**config.mk**
```make
export PLATFORM = sky130hd
export DESIGN_NAME = fpga_operand_entry_flat
export DESIGN_NICKNAME = d
export VERILOG_FILES = /design/src/rtl/fpga_operand_entry_if.sv /design/src/rtl/fpga_operand_entry.sv /design/src/flat_wrapper.sv
export SDC_FILE = /design/constraint.sdc
export NUM_CORES = 1
export LEC_CHECK = 0
export ABC_CLOCK_PERIOD_IN_PS = 2700
export BUFFER_PORTS_ARGS = -buffer_cell sky130_fd_sc_hd__buf_2
export CORE_MARGIN = 2
export CORE_UTILIZATION = 30
export DETAILED_ROUTE_END_ITERATION = 12
export GPL_ROUTABILITY_DRIVEN = 0
export PLACE_DENSITY = 0.54
export SETUP_SLACK_MARGIN = 0.05
export SLEW_MARGIN = 0
export SYNTH_ARGS = -nofsm -noshare
export SYNTH_HDL_FRONTEND = slang
export SYNTH_SLANG_ARGS = --single-unit
export TNS_END_PERCENT = 50
```
**constraint.sdc**
```tcl
create_clock -name CLOCK_50 -period 2.7 [get_ports CLOCK_50]
set_input_delay 0.54 -clock CLOCK_50 [delete_from_list [all_inputs] [get_ports CLOCK_50]]
set_output_delay 0.54 -clock CLOCK_50 [all_outputs]
set_load 0.03 [all_outputs]
```
**src/rtl/fpga_operand_entry_if.sv**
```systemverilog
// Operation bus from the operand-entry front end to the downstream consumer.
interface fpga_operand_entry_if;
    logic [31:0] port_a;
    logic [31:0] port_b;
    logic [3:0]  aluop;
    logic        op_valid;
    logic        op_ready;

    modport master (output port_a, output port_b, output aluop, output op_valid,
                    input  op_ready);
    modport slave  (input  port_a, input  port_b, input  aluop, input  op_valid,
                    output op_ready);
endinterface

```
**src/rtl/fpga_operand_entry.sv**
```systemverilog
// Board-input front end: synchronizes and debounces KEY, sequences A/B/opcode
// from SW into held registers and issues them over a valid/ready handshake.
module fpga_operand_entry #(
    parameter  int unsigned DEBOUNCE_CYCLES = 16,
    localparam int unsigned CNT_W           = $clog2(DEBOUNCE_CYCLES + 1)
) (
    input  logic                    CLOCK_50,
    input  logic                    RST,
    input  logic [3:0]              KEY,
    input  logic [17:0]             SW,
    output logic [3:0]              key_press,
    output logic [1:0]              state,
    output logic [7:0]              issue_count,
    fpga_operand_entry_if.master    op
);

    localparam int unsigned NKEYS = 4;

    typedef enum logic [1:0] {
        LOAD_A  = 2'b00,
        LOAD_B  = 2'b01,
        LOAD_OP = 2'b10,
        ISSUE   = 2'b11
    } state_t;

    logic [NKEYS-1:0] sync1, sync2, deb, deb_d;
    logic [CNT_W-1:0] cnt [NKEYS];

    state_t      state_q, state_n;
    logic [31:0] port_a_n, port_b_n;
    logic [3:0]  aluop_n;
    logic        op_valid_n;
    logic [7:0]  issue_count_n;
    logic [31:0] fmt;
    logic        unused_sw;

    assign fmt       = {{16{SW[16]}}, SW[15:0]};
    assign unused_sw = SW[17];
    assign state     = 2'(state_q);

    // Two-flop synchronizer, per-bit debounce and registered falling-edge pulse
    always_ff @(posedge CLOCK_50) begin
        if (RST) begin
            sync1     <= '1;
            sync2     <= '1;
            deb       <= '1;
            deb_d     <= '1;
            key_press <= '0;
            for (int i = 0; i < int'(NKEYS); i++) cnt[i] <= '0;
        end else begin
            sync1     <= KEY;
            sync2     <= sync1;
            deb_d     <= deb;
            key_press <= deb_d & ~deb;
            for (int i = 0; i < int'(NKEYS); i++) begin
                if (sync2[i] == deb[i]) begin
                    cnt[i] <= '0;
                end else if (cnt[i] == CNT_W'(DEBOUNCE_CYCLES - 1)) begin
                    deb[i] <= sync2[i];
                    cnt[i] <= '0;
                end else begin
                    cnt[i] <= cnt[i] + CNT_W'(1);
                end
            end
        end
    end

    always_ff @(posedge CLOCK_50) begin
        if (RST) begin
            state_q     <= LOAD_A;
            op.port_a   <= '0;
            op.port_b   <= '0;
            op.aluop    <= '0;
            op.op_valid <= 1'b0;
            issue_count <= '0;
        end else begin
            state_q     <= state_n;
            op.port_a   <= port_a_n;
            op.port_b   <= port_b_n;
            op.aluop    <= aluop_n;
            op.op_valid <= op_valid_n;
            issue_count <= issue_count_n;
        end
    end

    // Handshake completion first, then presses with KEY3 > KEY0 > KEY1
    always_comb begin
        state_n       = state_q;
        port_a_n      = op.port_a;
        port_b_n      = op.port_b;
        aluop_n       = op.aluop;
        op_valid_n    = op.op_valid;
        issue_count_n = issue_count;

        if (state_q == ISSUE && op.op_valid && op.op_ready) begin
            op_valid_n    = 1'b0;
            issue_count_n = issue_count + 8'd1;
            state_n       = LOAD_A;
        end

        if (key_press[3]) begin
            state_n    = LOAD_A;
            op_valid_n = 1'b0;
        end else if (key_press[0]) begin
            case (state_q)
                LOAD_A: begin
                    port_a_n = fmt;
                    state_n  = LOAD_B;
                end
                LOAD_B: begin
                    port_b_n = fmt;
                    state_n  = LOAD_OP;
                end
                LOAD_OP: begin
                    aluop_n    = SW[3:0];
                    op_valid_n = 1'b1;
                    state_n    = ISSUE;
                end
                default: ;
            endcase
        end else if (key_press[1]) begin
            case (state_q)
                LOAD_B:  state_n = LOAD_A;
                LOAD_OP: state_n = LOAD_B;
                default: ;
            endcase
        end
    end

endmodule

```
**src/flat_wrapper.sv**
```systemverilog
// flat-port wrapper written by rule: the top's interface ports become plain ports
module fpga_operand_entry_flat 
#(
    parameter  int unsigned DEBOUNCE_CYCLES = 16,
    localparam int unsigned CNT_W           = $clog2(DEBOUNCE_CYCLES + 1)
)
  (CLOCK_50, RST, KEY, SW, key_press, state, issue_count, op_port_a, op_port_b, op_aluop, op_op_valid, op_op_ready);
  fpga_operand_entry_if op_i ();
  input  logic CLOCK_50;
  input  logic RST;
  input  logic [3:0] KEY;
  input  logic [17:0] SW;
  output logic [3:0] key_press;
  output logic [1:0] state;
  output logic [7:0] issue_count;
  output wire logic [$bits(op_i.port_a)-1:0] op_port_a;
  output wire logic [$bits(op_i.port_b)-1:0] op_port_b;
  output wire logic [$bits(op_i.aluop)-1:0] op_aluop;
  output wire logic [$bits(op_i.op_valid)-1:0] op_op_valid;
  input wire logic [$bits(op_i.op_ready)-1:0] op_op_ready;
  assign op_port_a = op_i.port_a;
  assign op_port_b = op_i.port_b;
  assign op_aluop = op_i.aluop;
  assign op_op_valid = op_i.op_valid;
  assign op_i.op_ready = op_op_ready;
  fpga_operand_entry #(.DEBOUNCE_CYCLES(DEBOUNCE_CYCLES)) u_core (.CLOCK_50(CLOCK_50), .RST(RST), .KEY(KEY), .SW(SW), .key_press(key_press), .state(state), .issue_count(issue_count), .op(op_i));
endmodule
```
==> metrics.md <==
| Metric | Value |
|---|---|
| HP Class | `in -> reg` |
| Peak supply drop | `0.222 mV` |
| Async S/R FF share, synth | `0%` |
| Post-Layout Cell Count | `~630` |
| Area Overhead vs Synth | `21.9%` |
| Commonest non-fill, non-tap cells in the layout | `buf_2, nand2_1, dfxtp_1` |
| Max_cap viols | `0` |
| CTS Buffer Depth | `2` |
| Worst path slowest cell | `or3_1` |
| Crit path capture type | `register` |
| DRT iter0 DRCs | `169` |
| Power Density | `approximately 600 mW/mm^2` |
| Final instance area | `roughly 0.0045 sq mm` |
| Synth top area cells | `dfxtp_1, edfxtp_1, nand2_1` |
| XOR/XNOR Fraction of Synth Area | `under 10%` |
| Netlist cell types | `35` |
| Die area | `0.0132 sq mm` |
| Initial Util | `30.6%` |
| Global route hottest layer | `met2` |
| I/O pin count | `around 110` |
| Synth Flop Type | `dfxtp_1` |
| Status | `complete, no violations` |
| Critical path class | `reg -> reg` |
| Crit start category | `register` |
| CTS tree | `done` |
| Synth Area in Simple Gates | `around a fifth` |
| FF/Latch Area | `roughly 0.002 sq mm` |
| Vias in the first global route | `2,465` |
| Mux contribution to synthesized area | `around 1.4%` |
| Fin. max-slew vios | `0` |
| Worst Path Required | `about 2.9 ns` |
| Clk_skew | `0.00684 ns` |
| Post-CTS Setup Bufs | `0` |
| Clock-pin slew on the worst setup and hold paths | `0.06 ns` |
| Max-slew headroom | `approximately 44%` |
| Share of layout cells above drive strength 1 | `between 20 and 30%` |
| Compound-gate portion of the synthesized area | `between 8 and 9%` |
| Crit path cell chain | `ha_1 > and3_1 > ha_1 > or3_1 > nor2_1` |
| Number of fill cells | `around 1.2k` |
| Post-Place Cells | `617` |
| Met2 GRT Util | `approximately a fifth` |
| First drt pass iteration count | `4` |
| Fin nets | `just over 500` |
| Main combinational cell family by area after synthesis | `simple AND/OR/NAND/NOR gates` |
| Achievable Freq | `0.555 GHz` |
| Hold Slack | `0.383 ns` |
| Core area | `between 0.01 and 0.015 sq mm` |
| Post-synth EDFFs | `20` |
| Crit path DAT | `about 2.0 ns` |
| Final setup violation count | `0` |
| Post-route DRC | `0` |
| Worst slack at placement | `between 0.9 and 1 ns` |
| Crit path max fanout | `5` |
| Worst-Margin Slew | `around 0.84 ns` |
| Total power | `between 2 and 3 mW` |
| Vias | `approximately 2.8k` |
| Clk_lat worst skew | `between 0.3 and 0.4 ns` |
| Initial antenna violation count | `0` |
| Mean Syn Cell Area | `around 9.5 sq um` |
| Slowest stage delay, CP | `0.45 ns` |
| Netlist Area Pre-Place | `0.00368 sq mm` |
| Area occupied by multi-input gates | `around 0.0014 sq mm` |
| Part of the Yosys area used for sequential elements | `a little over half` |
| Antenna-violating nets left | `0` |
| Register bit total from synthesis | `roughly 90` |
| Vias per cell | `between 4 and 5` |
| CTS H-tree lvls | `3` |
| Area share of fa/ha/maj cells after synthesis | `approximately 4.4%` |
| Most common cell after layout, fill and taps aside | `buf_2` |
| Port Buffers | `~110` |
| Total CTS buffers | `9` |
| PnR worst setup slack | `0.898 ns` |
| Total gr overflow | `0` |
| Final worst-path cycle share | `between 60% and 70%` |
| GRT met3 Usage | `under 10%` |
| FP Rows | `40` |
| Die Ht | `between 100 and 150 microns` |
| Top-area cell type share of the netlist area | `between 30 and 40%` |
| Global Route met1 Usage | `around 15%` |
| Util after Layout | `37.3%` |
| Detailed Place HPWL | `~5100 microns` |
| Synth Instances | `between 300 and 400` |
| Clock Tree Root | `clkbuf_16` |
| Post-DP Area | `roughly 0.0042 sq mm` |
| Cell taking the most area after synthesis | `dfxtp_1` |
| Final WL | `7410 microns` |
| CTS sink cnt | `between 80 and 90` |
| First-pass GRT wire length | `11,900 microns` |
| Minimum clock period | `around 1.8 ns` |
| Largest net degree at the start of global routing | `39` |
| Leakage power figure | `a little over 2 nW` |
| Total Routing Usage GR | `11.7%` |
| Hold buffers post-CTS | `0` |
| Wire per inst | `roughly 12 microns` |
| Post-CTS sizing | `0` |
| CP most frequent cell | `ha_1` |
| Die width | `about 110 microns` |
| # diodes | `0` |
| RSZ-0062 raised after global routing | `no` |
| Final Hold Vio Count | `0` |
| Setup TNS Final | `0 ns` |
| Warnings from Yosys | `0` |
[state kept, by name (all words and copies together) (netlist names)]
signal              flops
u_core.cnt             20
u_core.state            2
u_core.issue_count      8
u_core.sync1            4
u_core.deb_d            4
u_core.op.aluop         4
u_core.op.port_b       17
u_core.key_press        4
u_core.op.op_valid      1
u_core.op.port_a       17
u_core.sync2            4
u_core.deb              4
[layout make-up]
cell class,count,area share (%)
Clock buffer,10,5.11
Clock inverter,6,1.31
Inverter,15,1.26
Multi-Input combinational cell,258,31.8
Sequential cell,89,44.2
Tap cell,147,4.10
Timing Repair Buffer,108,12.2
[synth_stat cells, drive strengths merged (2+ instances only)]
cell type and count:
a211o 4, a21oi 40, and3 4, and3b 2
buf 35, clkbuf 9, dfxtp 69, edfxtp 20
ha 13, inv 15, mux2i 5, nand2 74
nand3 6, nand3b 4, nand4 3, nor2 31
nor2b 4, o21ai 2, o31ai 3, or2 12
or3 6, or4 3, xnor2 8, xor2 6
[logic make-up (layout without fill, tap and decap cells)]
group | after synthesis | after routing
other cells | 1 | 20
simple gates | 152 | 152
mux | 5 | 5
fa+ha+maj | 13 | 13
xor+xnor | 14 | 14
flops | 89 | 89
buf+inv | 59 | 139
compound gates | 54 | 54
[worst paths after layout]
check	depth (start not counted)	slack, ns	to	startpoint
max	5	0.90	u_core.cnt[2][2]	u_core.cnt[2][0]
min	2	0.38	u_core.sync1[1]	KEY[1]
max reg2reg	5	0.90	u_core.cnt[2][2]	u_core.cnt[2][0]
min reg2reg	1	0.41	u_core.sync2[1]	u_core.sync1[1]
[where the power goes]
group / switching (mW) / internal, mW
Combinational: 0.0488 / 0.0320
Clock: 0.499 / 0.711
Sequential: 0.0114 / 1.38
[worst max-delay path, delay by kind of cell (launching register included)]
family / cells / cell delay (ns)
and+or+nand+nor: 3 / 0.78
adders and majority gates: 2 / 0.48
DFF: 1 / 0.41
[metal layers]
metal  vias to the layer above  wire (microns)
met1                      1264            3410
met2                        86            3380
li1                       1432               -
met4                         0             129
met5                         -               0
met3                        10             484
No activity file was read; power rests on OpenSTA's default activity.
